<file path="src/rtl/gpu_instruction_dispatcher.sv">
// gpu_instruction_dispatcher
//   Fetches one instruction at a time from a show-ahead FIFO.
//   Registers the instruction's operands.
//   Pulses the start strobe of the matching drawing unit.
//   Waits for that unit's done pulse before fetching again, so drawing
//   stays strictly in order.
//
// Ports:
//   clk, nrst            clock, asynchronous active-low reset
//   fifo_empty_i         FIFO empty flag
//   opcode_i, *_i        FIFO head opcode and operand fields
//   pop_instruction_o    one-cycle FIFO pop
//   halt_i               inhibit new fetches (in-flight work completes)
//   clr_err_i            clear sticky illegal-opcode flag
//   unit_done_i[3:0]     done pulses: [0]=clear [1]=rect [2]=line [3]=arc
//   start_o[3:0]         one-cycle start strobes, same mapping
//   *_o                  registered operands
//   busy_o               instruction in flight
//   err_opcode_o         sticky illegal-opcode flag
//   retired_cnt_o        retired instruction count
//
// Build option: GPU_DISPATCH_PERF_EN enables the retired-instruction
// counter. When it is undefined, retired_cnt_o is tied to 0.
module gpu_instruction_dispatcher #(
    parameter int WIDTH_BITS   = 10,
    parameter int HEIGHT_BITS  = 9,
    parameter int CHANNEL_BITS = 8
) (
    input  logic                    clk,
    input  logic                    nrst,
    input  logic                    fifo_empty_i,
    input  logic [3:0]              opcode_i,
    input  logic [WIDTH_BITS-1:0]   x1_i,
    input  logic [HEIGHT_BITS-1:0]  y1_i,
    input  logic [WIDTH_BITS-1:0]   x2_i,
    input  logic [HEIGHT_BITS-1:0]  y2_i,
    input  logic [WIDTH_BITS-1:0]   rad_i,
    input  logic [CHANNEL_BITS-1:0] r_i,
    input  logic [CHANNEL_BITS-1:0] g_i,
    input  logic [CHANNEL_BITS-1:0] b_i,
    input  logic [2:0]              quad_i,
    output logic                    pop_instruction_o,
    input  logic                    halt_i,
    input  logic                    clr_err_i,
    input  logic [3:0]              unit_done_i,
    output logic [3:0]              start_o,
    output logic [WIDTH_BITS-1:0]   x1_o,
    output logic [HEIGHT_BITS-1:0]  y1_o,
    output logic [WIDTH_BITS-1:0]   x2_o,
    output logic [HEIGHT_BITS-1:0]  y2_o,
    output logic [WIDTH_BITS-1:0]   rad_o,
    output logic [CHANNEL_BITS-1:0] r_o,
    output logic [CHANNEL_BITS-1:0] g_o,
    output logic [CHANNEL_BITS-1:0] b_o,
    output logic [2:0]              quad_o,
    output logic                    busy_o,
    output logic                    err_opcode_o,
    output logic [15:0]             retired_cnt_o
);

    typedef enum logic [1:0] {S_IDLE, S_ISSUE, S_WAIT} state_e;

    state_e                  state_q, state_d;
    logic [3:0]              opcode_q, opcode_d;
    logic [WIDTH_BITS-1:0]   x1_q, x1_d, x2_q, x2_d, rad_q, rad_d;
    logic [HEIGHT_BITS-1:0]  y1_q, y1_d, y2_q, y2_d;
    logic [CHANNEL_BITS-1:0] r_q, r_d, g_q, g_d, b_q, b_d;
    logic [2:0]              quad_q, quad_d;
    logic                    err_q, err_d;
    logic                    pop;
    logic                    done_hit;

    // One-hot unit select. NOP and illegal opcodes select no unit.
    function automatic logic [3:0] unit_mask(input logic [3:0] op);
        case (op)
            4'd1:    unit_mask = 4'b0001;
            4'd2:    unit_mask = 4'b0010;
            4'd3:    unit_mask = 4'b0100;
            4'd4:    unit_mask = 4'b1000;
            default: unit_mask = 4'b0000;
        endcase
    endfunction

    assign done_hit = |(unit_done_i & unit_mask(opcode_q));

    always_comb begin
        state_d  = state_q;
        opcode_d = opcode_q;
        x1_d     = x1_q;
        y1_d     = y1_q;
        x2_d     = x2_q;
        y2_d     = y2_q;
        rad_d    = rad_q;
        r_d      = r_q;
        g_d      = g_q;
        b_d      = b_q;
        quad_d   = quad_q;
        pop      = 1'b0;
        start_o  = '0;
        // The clear is applied first so that a new illegal opcode in the
        // same cycle sets the flag again.
        err_d    = clr_err_i ? 1'b0 : err_q;
        case (state_q)
            S_IDLE: begin
                if (!fifo_empty_i && !halt_i) begin
                    pop      = 1'b1;
                    opcode_d = opcode_i;
                    x1_d     = x1_i;
                    y1_d     = y1_i;
                    x2_d     = x2_i;
                    y2_d     = y2_i;
                    rad_d    = rad_i;
                    r_d      = r_i;
                    g_d      = g_i;
                    b_d      = b_i;
                    quad_d   = quad_i;
                    if (unit_mask(opcode_i) != 4'b0000) begin
                        state_d = S_ISSUE;
                    end
                    if (opcode_i > 4'd4) begin
                        err_d = 1'b1;
                    end
                end
            end
            S_ISSUE: begin
                start_o = unit_mask(opcode_q);
                state_d = S_WAIT;
            end
            S_WAIT: begin
                if (done_hit) begin
                    state_d = S_IDLE;
                end
            end
            default: state_d = S_IDLE;
        endcase
    end

    always_ff @(posedge clk or negedge nrst) begin
        if (!nrst) begin
            state_q  <= S_IDLE;
            opcode_q <= '0;
            x1_q     <= '0;
            y1_q     <= '0;
            x2_q     <= '0;
            y2_q     <= '0;
            rad_q    <= '0;
            r_q      <= '0;
            g_q      <= '0;
            b_q      <= '0;
            quad_q   <= '0;
            err_q    <= 1'b0;
        end else begin
            state_q  <= state_d;
            opcode_q <= opcode_d;
            x1_q     <= x1_d;
            y1_q     <= y1_d;
            x2_q     <= x2_d;
            y2_q     <= y2_d;
            rad_q    <= rad_d;
            r_q      <= r_d;
            g_q      <= g_d;
            b_q      <= b_d;
            quad_q   <= quad_d;
            err_q    <= err_d;
        end
    end

    // The pop is derived from live FIFO inputs, so it is gated by reset.
    // This keeps the FIFO from being popped while nrst is low.
    assign pop_instruction_o = pop & nrst;
    assign busy_o            = (state_q != S_IDLE);
    assign err_opcode_o      = err_q;
    assign x1_o              = x1_q;
    assign y1_o              = y1_q;
    assign x2_o              = x2_q;
    assign y2_o              = y2_q;
    assign rad_o             = rad_q;
    assign r_o               = r_q;
    assign g_o               = g_q;
    assign b_o               = b_q;
    assign quad_o            = quad_q;

`ifdef GPU_DISPATCH_PERF_EN
    logic [15:0] cnt_q, cnt_d;
    logic        retire;

    // Completed drawing instructions and popped NOPs retire.
    // Illegal opcodes do not retire.
    assign retire = (state_q == S_WAIT && done_hit) ||
                    (pop && opcode_i == 4'd0);

    always_comb begin
        cnt_d = cnt_q;
        if (retire) begin
            cnt_d = cnt_q + 16'd1;
        end
    end

    always_ff @(posedge clk or negedge nrst) begin
        if (!nrst) begin
            cnt_q <= '0;
        end else begin
            cnt_q <= cnt_d;
        end
    end

    assign retired_cnt_o = cnt_q;
`else
    assign retired_cnt_o = '0;
`endif

endmodule
</file>
<file path="config.mk">
export PLATFORM = sky130hd
export DESIGN_NAME = gpu_instruction_dispatcher
export DESIGN_NICKNAME = d
export VERILOG_FILES = /design/src/rtl/gpu_instruction_dispatcher.sv
export SDC_FILE = /design/constraint.sdc
export NUM_CORES = 1
export LEC_CHECK = 0
export ABC_AREA = 1
export CAP_MARGIN = 20
export CORE_ASPECT_RATIO = 2
export CORE_UTILIZATION = 39
export CTS_CLUSTER_DIAMETER = 120
export DETAILED_ROUTE_END_ITERATION = 6
export PLACE_DENSITY = 0.81
export SYNTH_ARGS = -nofsm -noshare
export SYNTH_HDL_FRONTEND = slang
export SYNTH_SLANG_ARGS = --single-unit
</file>
<file path="constraint.sdc">
create_clock -name clk -period 1.7 [get_ports clk]
set_input_delay 0.34 -clock clk [delete_from_list [all_inputs] [get_ports clk]]
set_output_delay 0.34 -clock clk [all_outputs]
set_load 0.01 [all_outputs]
</file>
# Yosys cells after proc, flatten, opt, wreduce, memory -nomap -nowiden
# Index checks and enable logic that the tools add are counted.
# Widths: inputs -> output; s select.
# totals
reg_bits	82
out_inout_bits	98
elab_cells	52
# classes
order_cmp	1
n_eq_ne	13
n_mux	15
n_bitwise	2
n_reduce_logical	9
# ops
operator	n
$pmux 4 s4	2
$eq 4x2->1 const B	4
$mux 4	3
$eq 4x1->1 const B	2
$eq 4x3->1 const B	2
$mux 1	6
$mux 2	3
$ne 2x2->1 const B	3
$pmux 2 s3	1
$and 4x4->4	1
$gt 4x3->1 const B	1
$reduce_bool 4->1	1
$reduce_or 4->1	1
$reduce_and 3->1	1
$eq 2x1->1 const B	1
$eq 2x2->1 const B	1
$logic_not 1->1	2
$logic_not 2->1	1
$reduce_and 2->1	1
$reduce_bool 2->1	1
$and 1x1->1	1
$logic_and 1x1->1	1

# Depth between registers and ports, before layout
# Gate-level depths: netlist of run 1.
# logic_depth
depth_word	8
ltp_mapped	7
ltp_nobuf	7

# Least setup slack after synthesis of run 1
# OpenSTA, ideal clock, no wires.
# synth_path
path_type	reg-to-output
start	register state_q[1]
end	output pop_instruction_o
arrival_time_ps	1273
required_time_ps	1360
path_slack_ps	87
path_stages_with_launch	7
path_buffers	2
path_cell_list	dfrtp_1 > or2_1 > buf_2 > nor2_8 > inv_2 > buf_2 > nor2_1
# synth_via
elab_chain_cells	3
# synth_rtl
item	line_no	source
start, declared	63	state_e state_q, state_d;
start signal, assigned	153	state_q <= state_d;
$logic_not 2->1	103	case (state_q)
$mux 1	103	
$and 1x1->1	170	assign pop_instruction_o = pop & nrst;
end, declared	42	output logic pop_instruction_o,
# No other way between the ends.

# Worst setup path after layout of run 1
# layout_path
start	register state_q[0]
end	output pop_instruction_o
# The elaborated chain is that of the path after synthesis.

==> results.py, run 1 <==
metrics = {
    "synthesis": {
        "synth_area_leaders": "dfrtp_1 61%, nand2_1 27%, buf_4 3.6%, buf_2 2.5%, nor2_1 1.3%",
        "ys_types": 17,
        "ys_warn_count": 0,
        "yosysSeqAreaShare_pct": 61.42,
        "synthCells": 392,
        "yosys.area.top_type": "dfrtp_1",
        "synth_top_area_share_pct": 61.42,
        "netlist_area_um2": 3341,
        "syn_avg_cell_area_um2": 8.522,
        "synth_seq_cells": 82,
    },
    "worst_setup_path": {
        "crit_chain": "or2_4 -> nor2_8 -> inv_2 -> nor2_2 -> buf_2",
        "critPathKind": "register to output port",
        "worstPathRequired_ps": 1360,
        "end_kind": "output port",
        "max_stage_delay_ps": 380,
        "cpMaxStageDelayCell": "dfrtp_1",
        "critPathBufInv": 2,
        "critPathArrivalTime_ps": 1340,
        "crit_family": "simple AND/OR/NAND/NOR gates",
        "cp-start-kind": "register",
        "path_max_fanout": 2,
    },
    "cells_and_area": {
        "fin_nets": 649,
        "n_antenna_cell": 0,
        "area_delta_synth_final_pct": 60.52,
        "layout-drive-gt1-share_pct": 6.372,
        "finalNonFillerCells": 663,
        "nFillCells": 694,
    },
    "global_routing": {
        "grt_max_degree": 83,
        "antenna_found_initial": 0,
        "grt_pass1_wl_mm": 14.51,
        "gr-total-overflow": 0,
        "grt_pass1_vias": 3110,
        "grt_usage_pct": 22.07,
    },
    "pwr": {
        "p_seq_share_pct": 38.5,
        "p_per_area_nw_per_um2": 1542,
        "peakVddDrop_v": 0.001007,
        "combPwrFrac_pct": 39.1,
        "p_switching_uw": 2580,
        "intPower_uw": 5691,
        "p_clk_share_pct": 22.4,
        "sw_frac_of_total_pct": 31.19,
        "leakage_uw": 0.002691,
    },
    "sta": {
        "slew_violations": 0,
        "relSlewSlack_pct": 61.05,
        "skew_ps": 5.041,
        "finalHoldViolCount": 0,
        "finalCritPeriodShare_pct": 98.83,
        "grt_setup_unrepaired": "yes",
        "finalCriticalPeriod_ps": 1680,
        "fmax_ghz": 0.5952,
        "hold_slack_ps": 91.37,
        "worst_pin_slew_ps": 584.3,
        "setup_violations": 0,
    },
    "die": {
        "fp.dieH_um": 132.9,
        "initial_utilization_pct": 40.29,
        "design.portCount": 186,
        "coreArea_um2": 8292,
        "fp-row-count": 47,
        "fp.dieW_um": 67.45,
        "die_area_um2": 8963,
    },
    "clocking": {
        "cts_hold_buf": 0,
        "root_buffer": "clkbuf_16",
        "cts_sinks": 82,
        "cts_made_buffers": 9,
        "cts_tree": "done",
        "clk_latency_ps": 330,
        "clockBufferDepth": 2,
        "clkSlewWorstSetupHoldPaths_ps": 50,
        "htreeDepth": 3,
        "postCtsSetupBuffers": 0,
    },
    "place": {
        "portBuffers": 169,
        "dp_hpwl_mm": 6.534,
        "dp.cells": 648,
        "gp_congestion": 0.8387,
    },
    "job": {
        "drv_cap": 0,
    },
    "detailed_routing": {
        "routedWlPerCell_um": 13.68,
        "route.detailed.drc": 0,
        "dr_wl_met3_um": 516,
        "routed_wirelength_mm": 9.071,
        "drtIter0Drc": 200,
        "highest_layer": "met4",
        "met1Wirelength_mm": 3.031,
        "viasPerCell": 4.606,
        "drtPass1Iterations": 4,
        "route.met2.wl_mm": 5.068,
        "ant_nets": 0,
        "vias": 3054,
    },
    "hold_path": {
        "hp-class": "input port to async pin",
    },
    "outcome": {
        "outcome": "completed",
    },
}
-- per-stage QoR --
stage	utilization [%]	setup TNS [ps]	worst slack [ps]	power, µW	instance area [µm²]
floorplan	-	0	86.78	4385	3397
global placement	60.98	-31410	-494.6	6327	5056
detailed placement	60.98	-33360	-484.5	6434	5056
CTS	64.52	-28.75	-28.75	8351	5350
global route	64.67	-27.32	-27.32	8816	5363
finish	64.67	0	19.92	8270	5363
-- final timing paths --
kind / slack [ps] / endpoint / depth (start not counted) / from
setup / recovery: 20 / pop_instruction_o / 5 / state_q[0]
hold / removal: 90 / opcode_q[2] / 2 / nrst
setup reg to reg: 130 / y1_o[8] / 5 / state_q[0]
hold reg to reg: 470 / b_o[3] / 2 / b_o[3]
max in group asynchronous: 1020 / opcode_q[0] / 3 / nrst
min in group clk: 470 / b_o[3] / 2 / b_o[3]
-- layout by cell type, fill, tap and decap left out --
cell type,instances
nor3_1,1
o21ai_1,1
bufinv_16,1
nor2_2,2
or2_4,2
nand4_1,2
buf_6,2
nor2_1,9
dfrtp_1,81
clkbuf_2,3
nand2_2,1
clkbuf_8,1
dfrtp_2,1
buf_12,1
clkinv_2,2
nand2_1,239
buf_2,2
clkdlybuf4s50_1,160
inv_2,1
clkbuf_1,2
dlygate4sd2_1,1
nor2_8,1
nor3_2,1
nand3_1,3
clkbuf_16,9
nor2_4,1
inv_1,8
conb_1,16
o21ai_0,4
dlymetal6s2s_1,2
buf_4,5
-- layer usage --
layer  track usage, %  vias up
met1            20.85     1391
li1                 -     1481
met4            15.01        0
met2            39.50      146
met3            5.086       36
met5                0        -
-- power groups by stage --
stage	Clock, µW	Combinational [µW]	Sequential (µW)
after floorplan	0	859	3530
after CTS	1900	3260	3190
after global placement	0	3170	3160
final	1850	3230	3180
after detailed placement	0	3250	3190
after global routing	1990	3540	3290
-- layout make-up --
type,count,area [µm²],share of cell area [%]
repair buffers,176,1740,32.45
flip-flops and latches,82,2053,38.29
inverters,9,33.78,0.6300
clock buffers,12,246.5,4.596
well taps,98,122.6,2.287
multi-input cells,283,1126,21.00
clock inverters,3,40.04,0.7466
-- flip-flops by register name, indices dropped and copies added, names as in the netlist --
name	count
y1_o	9
opcode_q	4
x2_o	10
quad_o	3
rad_o	10
state_q	2
y2_o	9
g_o	8
b_o	8
err_opcode_o	1
x1_o	10
r_o	8
-- what timing repair did --
action,CTS,global route
gates resized for setup,20,10
pin swaps,0,4
endpoints found under the setup margin,85,33
-- Yosys cell counts, drive strengths merged --
library cell    n
buf            33
conb            1
dfrtp          82
inv             9
nand2         240
nand3           3
nand4           2
nor2           13
nor3            2
o21ai           5
or2             2
-- worst reg2reg max path, stage by stage (launching register included) --
cell     delay [ps]
dfrtp_1         380
or2_4           280
nor2_8          100
buf_6           450
nand2_1         200
nand2_1         110
-- logic make-up after synthesis --
family	synth area share (%)
AOI/OAI and AO/OA	0.7489
and+or+nand+nor	30.56
other	0.1123
DFF	61.42
buffers and inverters	7.154
(Power assumes the default switching activity.)
==> run 2: changes to the inputs <==
clock period = 1.8 ns   (was 1.7 ns; I/O delays follow)
==> run 2 against run 1 <==
  * Cell area increased by 1.3%
  * Flip-flop and latch count unchanged
  * Wire length increased by 0.86%
  * Sequential share of layout area decreased by 0.48 points
  * First-iteration DRC count decreased by 36%
  * Critical endpoint unchanged
==> results.py, run 2 (synthesis results as in run 1) <==
metrics = {
    "hold_path": {
        "hp-class": "input port to async pin",
    },
    "pwr": {
        "leakage_uw": 0.002702,
        "p_per_area_nw_per_um2": 1501,
        "peakVddDrop_v": 0.0008810,
    },
    "global_routing": {
        "grt_pass1_vias": 3050,
        "grt_usage_pct": 21.87,
        "grt_pass1_wl_mm": 14.37,
        "antenna_found_initial": 0,
        "grt_max_degree": 83,
        "gr-total-overflow": 0,
    },
    "worst_setup_path": {
        "critPathKind": "input port to output port",
        "worst-path-stages": 6,
        "path_max_fanout": 2,
        "max_stage_delay_ps": 410,
        "reg2reg_from": "state_q[0]",
        "worstPathRequired_ps": 1440,
        "critPathLaunch": "fifo_empty_i",
        "rrSetupSlack_ps": 230,
        "crit_chain": "clkdlybuf4s50_1 -> or2_4 -> nor2_8 -> inv_2 -> nor2_2 -> buf_2",
        "reg2regPathDepth": 6,
        "end_kind": "output port",
        "cp-start-kind": "input port",
        "cpMaxStageDelayCell": "clkdlybuf4s50_1",
        "rr_endpoint": "quad_o[2]",
        "critPathArrivalTime_ps": 1380,
        "crit_family": "buffers and inverters",
        "critPathBufInv": 3,
    },
    "detailed_routing": {
        "vias": 3047,
        "drtPass1Iterations": 4,
        "ant_nets": 0,
        "routed_wirelength_mm": 9.149,
        "route.detailed.drc": 0,
        "drtIter0Drc": 129,
        "routedWlPerCell_um": 13.80,
        "viasPerCell": 4.596,
    },
    "sta": {
        "worst_pin_slew_ps": 785.3,
        "setup_tns_ps": 0,
        "skew_ps": 6.368,
        "slew_violations": 0,
        "hold_slack_ps": 26.47,
        "grt_setup_unrepaired": "no",
        "finalCriticalPeriod_ps": 1739,
        "finalHoldViolCount": 0,
        "setup_violations": 0,
        "finalCritPeriodShare_pct": 96.63,
        "fmax_ghz": 0.5749,
        "relSlewSlack_pct": 47.65,
    },
    "die": {
        "initial_utilization_pct": 40.29,
        "fp.dieH_um": 132.9,
        "coreArea_um2": 8292,
        "die_area_um2": 8963,
        "fp-row-count": 47,
        "fp.dieW_um": 67.45,
        "design.portCount": 186,
    },
    "cells_and_area": {
        "fin_nets": 648,
        "area_delta_synth_final_pct": 62.55,
        "final_common_cell": "nand2_1",
        "layout-drive-gt1-share_pct": 5.841,
        "n_antenna_cell": 0,
        "finalNonFillerCells": 663,
        "utilization_pct": 65.49,
        "final_cell_mix": "240 x nand2_1, 162 x clkdlybuf4s50_1, 81 x dfrtp_1",
    },
    "clocking": {
        "postCtsSetupBuffers": 0,
        "clockBufferDepth": 2,
        "cts_sinks": 82,
        "cts_hold_buf": 0,
        "clk_latency_ps": 330,
        "cts_tree": "done",
        "clkSlewWorstSetupHoldPaths_ps": 60,
        "cts_made_buffers": 9,
        "htreeDepth": 3,
        "root_buffer": "clkbuf_16",
    },
    "outcome": {
        "outcome": "completed",
    },
    "place": {
        "dp.cells": 646,
        "portBuffers": 169,
        "dp_hpwl_mm": 6.351,
        "gp_congestion": 0.8372,
    },
    "job": {
        "drv_cap": 0,
    },
}
==> run 2: cell types whose count changed in the layout (fill, tap and decap cells not counted), moves of 2 or more <==
cell,delta
clkbuf_2,-2
clkdlybuf4s15_1,+3
bufinv_16,+2
clkbuf_1,-2
clkdlybuf4s50_1,+2
dlymetal6s2s_1,-2
==> run 2: how the worst max path moves through the flow <==
| stage | slack, ps | endpoint |
|---|---|---|
| 2_1_floorplan | 170 | pop_instruction_o |
| 3_3_place_gp | -430 | pop_instruction_o |
| 3_5_place_dp | -430 | pop_instruction_o |
| 4_1_cts | 20 | quad_o[2] |
| 5_1_grt | 3 | start_o[2] |
| 6_report | 60 | pop_instruction_o |
==> run 2: repair_timing <==
| item | in CTS | in global routing |
|---|---|---|
| resized for setup | 13 | 8 |
| pin swaps | 1 | 1 |
| gates cloned | 0 | 0 |
| endpoints found under the setup margin | 22 | 82 |
==> run 2: through the flow <==
stage	instance area [µm²]	setup slack, ps	total power (µW)
3_3_place_gp	5041	-433.5	5957
6_report	5430	60.64	8150
2_1_floorplan	3397	166.8	4141
3_5_place_dp	5041	-426.4	6051
4_1_cts	5391	17.70	8223
5_1_grt	5430	2.774	8651
==> run 2: final cells by class <==
class	count	area (µm²)
clock buffer	11	252.7
clock inverter	5	100.1
fill	653	2861
inverter	9	33.78
multi-input combinational	283	1121
sequential	82	2053
tap	98	122.6
timing repair buffer	175	1747
==> run 2: metal layers <==
metal	up-vias	routed length, µm	track usage [%]
met5	-	0	0
met4	0	403	13.12
met3	26	478	4.224
met2	135	5146	39.83
met1	1411	3121	21.33
li1	1475	-	-
==> run 2: worst register-to-register path: cells and delay by family, from the launching register on <==
family | cells | cell delay, ps
flip-flops | 1 | 370
buffers and inverters | 2 | 620
AND/OR/NAND/NOR | 4 | 540
==> run 2: power by group <==
group	internal (µW)	switching, µW
clock	1420	685
combinational	1680	1340
sequential	2580	435
total	5690	2460
